File: src/rtl/sha256_round_ctrl.sv
// SHA-256 round sequencer: loads a 16-word message block, then issues one
// aligned (t, K[t], W[t]) triple per round while expanding the message schedule.
module sha256_round_ctrl #(
    parameter int ROUNDS = 64
) (
    input  logic        clk,
    input  logic        reset,
    input  logic        start,
    input  logic        msg_valid,
    input  logic [31:0] msg_data,
    output logic        msg_ready,
    output logic [5:0]  rom_addr,
    input  logic [31:0] rom_k,
    output logic        round_valid,
    input  logic        round_ready,
    output logic [5:0]  round_idx,
    output logic [31:0] round_k,
    output logic [31:0] round_w,
    output logic        busy,
    output logic        done
);

    typedef enum logic [1:0] {
        IDLE,
        LOAD,
        ROUND,
        DONE
    } state_t;

    localparam logic [5:0] LAST_T = 6'(ROUNDS - 1);

    state_t      state_q, state_d;
    logic [3:0]  wordCnt_q, wordCnt_d;
    logic [5:0]  t_q, t_d;
    logic [5:0]  tNext;
    logic [31:0] win_q [16];
    logic [31:0] win_d [16];
    logic [31:0] schedNext;

    function automatic logic [31:0] smallSigma0(input logic [31:0] x);
        return {x[6:0], x[31:7]} ^ {x[17:0], x[31:18]} ^ {3'b000, x[31:3]};
    endfunction

    function automatic logic [31:0] smallSigma1(input logic [31:0] x);
        return {x[16:0], x[31:17]} ^ {x[18:0], x[31:19]} ^ {10'b0, x[31:10]};
    endfunction

    // win[0] is always W[t]; the slot entering at win[15] is W[t+16].
    assign schedNext = smallSigma1(win_q[14]) + win_q[9] + smallSigma0(win_q[1]) + win_q[0];
    assign tNext     = (t_q == LAST_T) ? 6'd0 : t_q + 6'd1;

    assign round_idx = t_q;
    assign round_k   = rom_k;
    assign round_w   = win_q[0];
    assign busy      = (state_q != IDLE);

    always_comb begin
        state_d     = state_q;
        wordCnt_d   = wordCnt_q;
        t_d         = t_q;
        win_d       = win_q;
        msg_ready   = 1'b0;
        round_valid = 1'b0;
        rom_addr    = 6'd0;
        done        = 1'b0;

        case (state_q)
            IDLE: begin
                if (start) begin
                    state_d   = LOAD;
                    wordCnt_d = 4'd0;
                end
            end
            LOAD: begin
                msg_ready = 1'b1;
                if (msg_valid) begin
                    for (int i = 0; i < 15; i++) win_d[i] = win_q[i + 1];
                    win_d[15] = msg_data;
                    wordCnt_d = wordCnt_q + 4'd1;
                    if (wordCnt_q == 4'd15) begin
                        state_d = ROUND;
                        t_d     = 6'd0;
                    end
                end
            end
            ROUND: begin
                round_valid = 1'b1;
                // The ROM registers its address, so look one round ahead only when this one retires.
                rom_addr    = round_ready ? tNext : t_q;
                if (round_ready) begin
                    for (int i = 0; i < 15; i++) win_d[i] = win_q[i + 1];
                    win_d[15] = schedNext;
                    t_d       = tNext;
                    if (t_q == LAST_T) state_d = DONE;
                end
            end
            DONE: begin
                done    = 1'b1;
                state_d = IDLE;
            end
            default: state_d = IDLE;
        endcase
    end

    always_ff @(posedge clk or posedge reset) begin
        if (reset) begin
            state_q   <= IDLE;
            wordCnt_q <= 4'd0;
            t_q       <= 6'd0;
            for (int i = 0; i < 16; i++) win_q[i] <= 32'd0;
        end else begin
            state_q   <= state_d;
            wordCnt_q <= wordCnt_d;
            t_q       <= t_d;
            win_q     <= win_d;
        end
    end

endmodule

File: config.mk
export PLATFORM = sky130hd
export DESIGN_NAME = sha256_round_ctrl
export DESIGN_NICKNAME = d
export VERILOG_FILES = /design/src/rtl/sha256_round_ctrl.sv
export SDC_FILE = /design/constraint.sdc
export NUM_CORES = 2
export LEC_CHECK = 0
export BUFFER_PORTS_ARGS = -buffer_cell sky130_fd_sc_hd__buf_4
export CORE_MARGIN = 3
export CORE_UTILIZATION = 55
export DETAILED_ROUTE_END_ITERATION = 6
export HOLD_SLACK_MARGIN = 0.15
export MAX_ROUTING_LAYER = met4
export PLACE_DENSITY = 0.76
export SYNTH_ARGS = -nofsm -noshare
export SYNTH_HDL_FRONTEND = slang
export SYNTH_SLANG_ARGS = --single-unit
File: constraint.sdc
create_clock -name clk -period 17 [get_ports clk]
set_input_delay 1.7 -clock clk [delete_from_list [all_inputs] [get_ports clk]]
set_output_delay 1.7 -clock clk [all_outputs]
set_load 0.02 [all_outputs]
==> impl_results.md <==
* Result of the run: completed
* Std-Cell Core Area at 43650 sq um
* Fin. max-slew vios at 0
* Endpoint required time on the critical path at about 17 ns
* Setup slack after layout at 12.18 ns
* Pre-antenna DRT Iters at 6
* Largest area contributor in the synthesized netlist: sky130_fd_sc_hd__dfrtp_1
* Final Hold Fails at 0
* Fraction of the cycle the final worst path needs at 0.2835
* Clock Pin Slew Worst Setup and Hold Paths at about 0.06 ns
* Register bit total from synthesis at 524
* Post_cts resized at 0
* Minimum clock period at 4.820 ns
* Data arrival time of the critical path at ~5.3 ns
* Number of fill cells at 3651
* Average via count per standard cell at 5.281
* Die Wd at about 220 um
* Antenna Violating Nets Remaining at 0
* Worst slew pin tran at 1.255 ns
* Top cell types by occurrence after synthesis: 1321 x sky130_fd_sc_hd__nand2_1, 524 x sky130_fd_sc_hd__dfrtp_1, 132 x sky130_fd_sc_hd__o21ai_0, 131 x sky130_fd_sc_hd__inv_1, 127 x sky130_fd_sc_hd__clkbuf_1
* Worst setup path class: input port to flop
* Pre-CTS setup slack at 11.66 ns
* Row count at 76
* I/O pin count at 149
* Number of hold buffers added after CTS at 0
* Relative slew slack at 0.1634
* Yosys synthesis warning count at 0
* Area post-placement at 25260 sq um
* Number of buffers inserted by port buffering at 84
* Number of antenna diodes at 0
* Async SR Flop Fraction at 1.000
* Aggregate negative setup slack at 0 ns
* Maximum number of pins on one net before global-route repair at 262
* Most area-consuming cells after synthesis: sky130_fd_sc_hd__dfrtp_1 53%, sky130_fd_sc_hd__nand2_1 20%, sky130_fd_sc_hd__fa_1 5.0%, sky130_fd_sc_hd__xnor2_1 3.3%, sky130_fd_sc_hd__o21ai_0 2.7%
* Aggregate global-route resource usage at 0.2606
* Number of nets in the layout at roughly 2900
* Synth Area per Inst at slightly below 9 sq um
* Overflow left after global routing at 0
* Longest individual stage delay on the worst path at approximately 1 ns
* Number of buffers on the longest clock path at 3
* Drt drc at 0
* Worst hold path class: flop to flop
* Flop2flop setup slack at 12.34 ns
* Post-synthesis net count at between 2000 and 3000
* Number of vias after detailed routing at ~18000
* Routed len/inst at 17.50 um
* Skew final at 0.01704 ns
* Count of H-tree levels built during CTS at 2
* Fraction of layout instances using a drive strength above 1 at 0.06977
* Sequential cell area fraction in the yosys report at 0.5324
* Full die area at 47360 sq um
* Worst path buffer plus inverter count at 3
* Source-to-sink clock delay at the later pin of the worst-skew pair at around 0.6 ns
* Post-detail-place hpwl at approximately 40000 um
* Max-Cap Viols at 0
* Antenna violations before repair at 0
* Number of CTS-inserted buffers at 52
* Sort of element at the end of the critical path: flop
* Crit path cell chain: buf_4, nor2b_1, nor2_1, o21a_4, buf_12, buf_4, o21ai_0
* Final setup viols at 0
* Cell at the root of the clock tree: sky130_fd_sc_hd__clkbuf_16
* Wirelength, routed at 58390 um
* Most frequent cell after synthesis: sky130_fd_sc_hd__nand2_1
* Vias in the first global route at ~17000
* Number of sinks on the clock net at 524
* Category of cells accounting for the largest share of critical-path delay: buffers and inverters
* RSZ-0062 raised after global routing: false
* Top cell type's share of synthesized area at 0.5324
* Layout overhead on the synthesized area at 9.190%
* Max Fanout on Critical Path at 261
* Final std cell area, no fill at 26890 sq um
* CP max-delay cell: sky130_fd_sc_hd__buf_4
* Fmax at 207.5 MHz
* Vertical extent of the die at roughly 220 um
* Setup bufs post-CTS at 0
* Number of library cell types mapped by synthesis at 53
* First-pass GRT wire length at 93540 um
* CTS tree: built
* Initial detailed-routing violation count at 1550
* Count of mapped cells out of synthesis at 2763
* Netlist area before placement at approximately 25000 sq um
* Critical path launch point type: input port
* Crit-path most repeated cell: sky130_fd_sc_hd__buf_4
* Prevailing post-synth register cell: sky130_fd_sc_hd__dfrtp_1
* GP Congestion at 0.9636
* Starting Density at 0.5643
* EDFF count, synth at 0
-- worst reg2reg max path: stages, from the launching register on --
cell and delay, ns:
sky130_fd_sc_hd__dfrtp_1 0.40, sky130_fd_sc_hd__inv_1 0.10, sky130_fd_sc_hd__ha_1 0.36, sky130_fd_sc_hd__inv_1 0.21
sky130_fd_sc_hd__nor2_1 0.08, sky130_fd_sc_hd__nor2_1 0.61, sky130_fd_sc_hd__o21a_4 0.56, sky130_fd_sc_hd__buf_12 0.60
sky130_fd_sc_hd__buf_4 1.32, sky130_fd_sc_hd__o21ai_0 0.27
-- flip-flops by register name, indices dropped and copies added (netlist names) --
register,count
win_q,480
round_idx,6
wordCnt_q,4
round_w,32
state_q,2
-- layout make-up --
class                           count  area [sq um]  area share
Timing Repair Buffer               96         758.2     0.02819
Tap cell                          585         732.0     0.02722
Sequential cell                   524         13110      0.4876
Multi-Input combinational cell   1911         10150      0.3775
Clock buffer                       78          1509     0.05611
Inverter                          131         499.2     0.01856
Clock inverter                     12         128.9    0.004792
-- metrics by stage --
step	utilization	cells	hold WS, ns
after floorplan	-	2763	0.4334
final	0.6162	3337	0.4601
after global placement	0.5786	3247	0.4445
after CTS	0.6162	3337	0.4624
after global routing	0.6162	3337	0.4780
after detailed placement	0.5786	3247	0.4499
-- metal layers --
layer	GRT usage	vias to the layer above	routed length, um
met5	-	-	0
met4	0.06262	0	1362
met3	0.06270	94	4449
met2	0.3864	498	26450
met1	0.3682	8669	26130
li1	-	8363	-
-- kinds of logic (layout without fill, tap and decap cells) --
kind of cell | Yosys count | after routing | share of synthesized area
AOI/OAI and AO/OA | 226 | 226 | 0.05461
xor gates and xnor gates | 146 | 146 | 0.05192
adders and majority gates | 100 | 100 | 0.06970
buffers and inverters | 328 | 317 | 0.05624
DFF | 524 | 524 | 0.5324
muxes | 36 | 36 | 0.01509
and+or+nand+nor | 1403 | 1403 | 0.2201
-- cell usage in the layout, fill, tap and decap left out, drive strengths merged, types with 11 or more instances in the layout --
cell type and count:
nand2 1321, dfrtp 524, o21ai 134, inv 134
buf 96, xnor2 92, clkbuf 78, fa 62
xor2 54, ha 38, a21oi 36, mux2i 27
nor2 26, nand4 11, a21o 11, nor3b 11
-- worst paths after layout --
check | from | end | cells after the start
setup / recovery | round_ready | win_q[206] | 7
setup reg to reg | state_q[1] | win_q[206] | 9
max in group asynchronous | reset | win_q[295] | 5
min in group asynchronous | reset | win_q[414] | 2
hold / removal | win_q[117] | win_q[149] | 2
hold reg to reg | win_q[117] | win_q[149] | 2
Power is not shown: default switching activity piles up to over one toggle a cycle in this logic, so the estimate is an artifact.
